### config.mk
export PLATFORM = sky130hd
export DESIGN_NAME = fifo_read_stream
export DESIGN_NICKNAME = d
export VERILOG_FILES = /design/src/rtl/afifo_pkg.sv /design/src/rtl/fifo_read_stream.sv
export SDC_FILE = /design/constraint.sdc
export NUM_CORES = 1
export LEC_CHECK = 0
export BUFFER_PORTS_ARGS = -buffer_cell sky130_fd_sc_hd__buf_2
export CAP_MARGIN = 0
export CORE_ASPECT_RATIO = 0.8
export CORE_MARGIN = 10
export CORE_UTILIZATION = 49
export DETAILED_ROUTE_END_ITERATION = 6
export PLACE_DENSITY_LB_ADDON = 0.3
export SYNTH_ARGS = -nofsm -noshare
export SYNTH_HDL_FRONTEND = slang
export SYNTH_SLANG_ARGS = --single-unit
export TNS_END_PERCENT = 1
### constraint.sdc
create_clock -name clk -period 1.95 [get_ports clk]
set_input_delay 0 -clock clk [delete_from_list [all_inputs] [get_ports clk]]
set_output_delay 0 -clock clk [all_outputs]
set_load 0.005 [all_outputs]
### src/rtl/afifo_pkg.sv
// Shared types for the async FIFO read-side stream logic.
//   stream_buf_state_t : occupancy state of the 2-entry output skid buffer
//   STREAM_BUF_DEPTH   : number of words the skid buffer can hold
package afifo_pkg;

    typedef enum logic [1:0] {
        EMPTY = 2'd0,   // no words buffered
        ONE   = 2'd1,   // head register valid
        FULL  = 2'd2    // head + skid valid
    } stream_buf_state_t;

    localparam int STREAM_BUF_DEPTH = 2;

endpackage

### src/rtl/fifo_read_stream.sv
// Read-side consumer of the async FIFO. Pops first-word-fall-through words
// and presents them as a registered valid/ready stream through a 2-entry
// skid buffer. fifo_read_en never depends on m_ready, so there is no
// combinational path from the downstream ready to the FIFO pop.
//
// Ports:
//   clk             read-domain clock
//   reset           synchronous active-high reset
//   fifo_read_en    pop strobe to the FIFO
//   fifo_read_data  FIFO head word (valid while !fifo_empty)
//   fifo_empty      FIFO empty flag
//   flush           synchronous discard of buffered words
//   m_valid/m_data/m_ready  output stream
//   delivered_count words accepted downstream (wraps)
//   dropped_count   words discarded by flush (wraps)
module fifo_read_stream
    import afifo_pkg::*;
#(
    parameter int WIDTH       = 32,
    parameter int COUNT_WIDTH = 16
) (
    input  logic                   clk,
    input  logic                   reset,
    output logic                   fifo_read_en,
    input  logic [WIDTH-1:0]       fifo_read_data,
    input  logic                   fifo_empty,
    input  logic                   flush,
    output logic                   m_valid,
    output logic [WIDTH-1:0]       m_data,
    input  logic                   m_ready,
    output logic [COUNT_WIDTH-1:0] delivered_count,
    output logic [COUNT_WIDTH-1:0] dropped_count
);

    localparam int OCC_W = $clog2(STREAM_BUF_DEPTH + 1);

    stream_buf_state_t  state;
    logic [WIDTH-1:0]   head;
    logic [WIDTH-1:0]   skid;
    logic [OCC_W-1:0]   occupancy;
    logic               pop;
    logic               hs;

    // Only pop from a legal non-full state; an illegal encoding must not
    // swallow a FIFO word while it recovers to EMPTY.
    assign pop          = !fifo_empty && (state == EMPTY || state == ONE)
                          && !flush && !reset;
    assign fifo_read_en = pop;

    assign m_valid = (state == ONE) || (state == FULL);
    assign m_data  = head;
    assign hs      = m_valid && m_ready;

    always_comb begin
        occupancy = '0;
        case (state)
            ONE:     occupancy = OCC_W'(1);
            FULL:    occupancy = OCC_W'(2);
            default: occupancy = '0;
        endcase
    end

    always_ff @(posedge clk) begin
        if (reset) begin
            state           <= EMPTY;
            head            <= '0;
            skid            <= '0;
            delivered_count <= '0;
            dropped_count   <= '0;
        end else if (flush) begin
            // Head is counted as dropped even if it handshakes this cycle.
            state         <= EMPTY;
            dropped_count <= dropped_count + COUNT_WIDTH'(occupancy);
        end else begin
            if (hs)
                delivered_count <= delivered_count + COUNT_WIDTH'(1);
            case (state)
                EMPTY: begin
                    if (pop) begin
                        head  <= fifo_read_data;
                        state <= ONE;
                    end
                end
                ONE: begin
                    if (pop && hs) begin
                        head <= fifo_read_data;   // full-throughput case
                    end else if (pop) begin
                        skid  <= fifo_read_data;
                        state <= FULL;
                    end else if (hs) begin
                        state <= EMPTY;           // head left stale
                    end
                end
                FULL: begin
                    if (hs) begin
                        head  <= skid;
                        state <= ONE;
                    end
                end
                default: state <= EMPTY;
            endcase
        end
    end

endmodule

After elaboration in Yosys (flattened, before gate mapping)
Index checks and enable logic that the tools add are counted.
{"block": "totals", "inputBits": 37, "mem_bits_rw": 0, "out_inout_bits": 66, "romBits": 0, "memories": 0, "reg_bits": 98, "latchBits": 0, "word_cells": 44}
{"block": "op_classes", "n_div": 0, "bitwise": 2, "n_reduce_logical": 17, "n_addsub": 2, "shift": 0, "muxes": 11, "n_mul": 0, "eq_ne": 7, "magnitude_cmp": 0}
{"cell": "$mux 32", "n": 3}
{"cell": "$pmux 32 s3", "n": 1}
{"cell": "$add 16x1->16 const B", "n": 1}
{"cell": "$add 16x2->16", "n": 1}
{"cell": "$mux 2", "n": 5}
{"cell": "$reduce_and 4->1", "n": 2}
{"cell": "$ne 2x2->1 const B", "n": 3}
{"cell": "$pmux 2 s3", "n": 1}
{"cell": "$logic_and 1x1->1", "n": 5}
{"cell": "$reduce_and 5->1", "n": 1}
{"cell": "$pmux 2 s2", "n": 1}
{"cell": "$logic_not 1->1", "n": 3}
{"cell": "$ne 3x3->1 const B", "n": 1}
{"cell": "$reduce_bool 3->1", "n": 1}
{"cell": "$eq 2x1->1 const B", "n": 1}
{"cell": "$eq 2x2->1 const B", "n": 1}
{"cell": "$logic_not 2->1", "n": 1}
{"cell": "$logic_or 1x1->1", "n": 2}
{"cell": "$ne 2x1->1 const B", "n": 1}
{"cell": "$not 1->1", "n": 2}
{"cell": "$reduce_and 2->1", "n": 1}
{"cell": "$reduce_or 2->1", "n": 1}

Depth between registers and ports, before layout
{"block": "logic_depth", "ltp_word": 8, "ltp_mapped": 9, "mapped_depth_nobuf": 9}

Worst setup path before layout
OpenSTA, ideal clock, no wires.
{"block": "synth_path", "kind": "reg2reg", "start": "reg state[1]", "end": "reg dropped_count[12]", "arrival_time_ps": 1950, "setup_time_ps": 70, "path_buffers": 0, "slack_ps": -71, "stages_incl_launch_ff": 9, "t_required_ps": 1880, "synth_period_minus_slack_ps": 2021, "path_cell_list": "dfxtp_1 inv_1 ha_1 ha_1 inv_1 fa_1 nand3b_1 or4_1 a21oi_1"}
{"block": "synth_between", "elab_chain_len": 3, "elab_cells_between_ends": 4, "classes_between": "add/sub: 1; eq/ne: 2; mux: 1"}
{"element": "start: declaration", "line": "fifo_read_stream.sv:37", "source": "stream_buf_state_t state;"}
{"element": "start signal: assignment", "line": "fifo_read_stream.sv:65", "source": "state <= EMPTY;"}
{"element": "start signal: assignment", "line": "fifo_read_stream.sv:72", "source": "state <= EMPTY;"}
{"element": "start signal: assignment", "line": "fifo_read_stream.sv:81", "source": "state <= ONE;"}
{"element": "$eq 2x2->1 or $eq 2x1->1 (tied branches)", "line": "fifo_read_stream.sv:56", "source": "case (state)"}
{"element": "$pmux 2 s2 *", "line": "fifo_read_stream.sv:56"}
{"element": "$add 16x2->16 *", "line": "fifo_read_stream.sv:73", "source": "dropped_count <= dropped_count + COUNT_WIDTH'(occupancy);"}
{"element": "end signal: assignment", "line": "fifo_read_stream.sv:73"}
{"element": "end: declaration", "line": "fifo_read_stream.sv:32", "source": "output logic [COUNT_WIDTH-1:0] dropped_count"}
Mark *: on every way between the ends. The rest lies on a longest branch, timed or not.
A chain may end at the register's enable or synchronous reset.

Final worst setup path
{"block": "layout_path", "start": "reg state[1]", "end": "reg dropped_count[14]"}
The elaborated chain is that of the path after synthesis.

==> impl_metrics.json <==
{
  "status": "complete, but fails checks",
  "violations": "negative setup slack",
  "final.setup.worst_slack_ps": -29.0,
  "drt_pre_antenna_iters": 5,
  "vias_per_cell": 5.44,
  "intPower_uw": 3370,
  "synth.yosys.seq_area_share_pct": 44.0,
  "clk_pin_slew_ps": 60,
  "ys_ff_latch": 98,
  "cts_tree": "done",
  "rows": 31,
  "finish.net_count": 708,
  "finalCritPeriodShare_pct": 101,
  "htreeDepth": 3,
  "holdPathEnd": "state[1]",
  "die_h_um": 105,
  "maxCapViolCount": 0,
  "ys.flop_type": "dfxtp_1",
  "clock_latency_ps": 340,
  "worst_slew_pin_slew_ps": 997,
  "tns_ps": -61.5,
  "dpl-instance-area_um2": 5140,
  "detail_route.wl_per_cell_um": 15.4,
  "remaining_drc_errors": 0,
  "grt_use_total_pct": 17.8,
  "clock_path_buffers": 2,
  "first_iter_violations": 296,
  "cts_root_buf": "clkbuf_16",
  "p_per_area_nw_per_um2": 727,
  "die_area_um2": 13300,
  "die_w_um": 127,
  "setup_violations": 5,
  "yosysWarnings": 0,
  "rsz0062_at_grt": "yes",
  "ir_drop_mv": 0.531,
  "cp-end-kind": "register",
  "postLayoutCoreUtil_pct": 66.3,
  "drive_above_1_share_pct": 26.7,
  "port_buffers": 102,
  "holdCritStartpoint": "fifo_empty",
  "hpwlAfterDp_um": 8090,
  "syn_to_final_growth_pct": 33.2,
  "vias": 4259,
  "fin_area_um2": 5940,
  "swShare_pct": 22.0,
  "dpl_worst_slack_ps": -228,
  "max_clock_freq_mhz": 505,
  "reg2regPathDepth": 10,
  "antenna_left": 0,
  "cts.sinks": 98,
  "slew_viol_final": 0,
  "switching_power_uw": 949,
  "synth-async-reset-ratio_pct": 0,
  "hold_depth": 4,
  "grt_pass1_vias": 4138,
  "grt_start_max_net_pins": 98,
  "hold_viol": 0,
  "yosysTopAreaCell": "dfxtp_1",
  "pwr-share-comb_pct": 8.7,
  "crit_arrival_ps": 2170,
  "synth_top_area_share_pct": 44.0,
  "netlist_area_um2": 4460,
  "worstSetupPathType": "register to register",
  "grt_first_pass_wirelength_um": 20200,
  "regToRegStartpoint": "state[1]",
  "reg2reg_slack_ps": -30,
  "core-area_um2": 8960,
  "pwr-share-seq_pct": 47.8,
  "leakagePower_uw": 0.00230,
  "nFillCells": 730,
  "synthTopCellsByArea": "dfxtp_1 44%, a21oi_1 8.6%, nand2_1 6.0%",
  "pin_count": 103,
  "finalCriticalPeriod_ps": 1980,
  "hold_class": "input pin to register",
  "cts_made_buffers": 9,
  "finClkSkew_ps": 4.06,
  "syn_area_per_cell_um2": 8.45,
  "antenna_found_initial": 1,
  "gr-total-overflow": 0,
  "gp_congestion": 0.777,
  "synth_edf_count": 0,
  "p_clk_share_pct": 43.5,
  "start_util_pct": 49.8,
  "r2r-end": "dropped_count[14]",
  "cp_data_required_time_ps": 2140,
  "wl_um": 12100,
  "synth_nets": 574,
  "path_max_fanout": 4,
  "ys_types": 47,
  "cp-start-kind": "register",
  "slew_headroom_pct": 33.5,
  "synthCells": 528
}
==> synth_stat cells (2+ instances only) <==
cell and instances:
a211oi_1 34, a21oi_1 77, and2_1 2, and4_1 3
buf_1 7, buf_2 7, buf_4 7, buf_6 2
clkbuf_1 21, dfxtp_1 98, ha_1 8, inv_1 8
mux2i_1 4, nand2_1 71, nand2_4 2, nand3_1 9
nand3b_1 34, nand4_1 7, nor2_1 26, nor2b_1 2
nor3_1 6, nor4_1 2, o21ai_0 40, o31ai_1 3
or3_1 9, or4_1 2, xnor2_1 12, xor2_1 6
==> power groups by stage <==
stage               logic (µW)  registers [µW]  clock network, µW
CTS                        369            2070               1930
global route               414            2070               2000
detailed placement         313            2110                  0
global placement           308            2110                  0
finish                     376            2070               1880
floorplan                  176            2110                  0
==> final cells by class <==
| class | count | area, µm² | share of cell area, % |
|---|---|---|---|
| sequential | 98 | 1960 | 33.0 |
| antenna | 1 | 2.50 | 0.0421 |
| inverter | 8 | 30.0 | 0.505 |
| multi-input combinational | 378 | 2380 | 40.0 |
| tap | 115 | 144 | 2.42 |
| clock buffer | 11 | 243 | 4.08 |
| clock inverter | 5 | 77.6 | 1.30 |
| timing repair buffer | 167 | 1110 | 18.6 |
==> metrics by stage <==
| stage | instances | total power (µW) | hold WS, ps |
|---|---|---|---|
| after floorplan | 528 | 2290 | 136 |
| after global placement | 730 | 2420 | 255 |
| after detailed placement | 730 | 2420 | 259 |
| after CTS | 782 | 4370 | 88.0 |
| after global routing | 782 | 4480 | 121 |
| final | 783 | 4320 | 112 |
==> sequential cells by signal, summed over array words and instances, names as in the netlist <==
name             flops
dropped_count       16
delivered_count     16
m_data              32
state                2
skid                32
==> timing repair <==
item,in CTS,in global routing
buffers inserted,3,0
endpoints found under the hold margin,33,0
setup endpoints to repair,43,46
gates resized for setup,19,8
pin swaps,14,4
hold buffers,33,0
==> worst max-delay path by stage <==
| stage | start | endpoint | slack (ps) | cells after the start |
|---|---|---|---|---|
| after floorplan | state[1] | dropped_count[14] | -20 | 9 |
| after global placement | state[1] | dropped_count[10] | -80 | 10 |
| after detailed placement | state[1] | dropped_count[8] | -230 | 10 |
| after CTS | state[1] | dropped_count[12] | -50 | 8 |
| after global routing | state[1] | dropped_count[14] | -190 | 10 |
| final | state[1] | dropped_count[14] | -30 | 10 |
==> critical path, stage by stage, from the launching register on <==
cell and delay, ps:
dfxtp_2 330, inv_2 70, ha_4 140, ha_4 120, inv_2 40, fa_2 350
nand3b_1 240, buf_4 190, nor4_4 140, xnor2_1 160, nor2_1 50
==> cell usage in the layout, fill, tap and decap left out, drive strengths merged, types with 8 or more instances in the layout <==
master and count:
a211oi 34, a21oi 77, buf 134, clkbuf 11, dfxtp 98, dlygate4sd3 33, ha 8, inv 8
nand2 73, nand3 10, nand3b 35, nor2 26, o21ai 40, or3 10, xnor2 12
==> kinds of logic after synthesis <==
family,share of synthesized area [%]
multiplexers,1.15
XOR/XNOR,3.53
AND/OR/NAND/NOR,22.6
adder cells (fa/ha/maj),2.69
buffers and inverters,5.50
flip-flops,44.0
AO/OA/AOI/OAI,20.6
==> layer usage <==
layer  GRT usage, %  routed length, µm  part of all wire [%]  up-vias
met3           6.41                800                   6.6        2
li1               -                  -                     -     2137
met4           3.57                 45                  0.37        0
met5              0                  0                     0        -
met2           30.4               6050                    50      103
met1           21.0               5180                    43     2017
(Power assumes the default switching activity.)
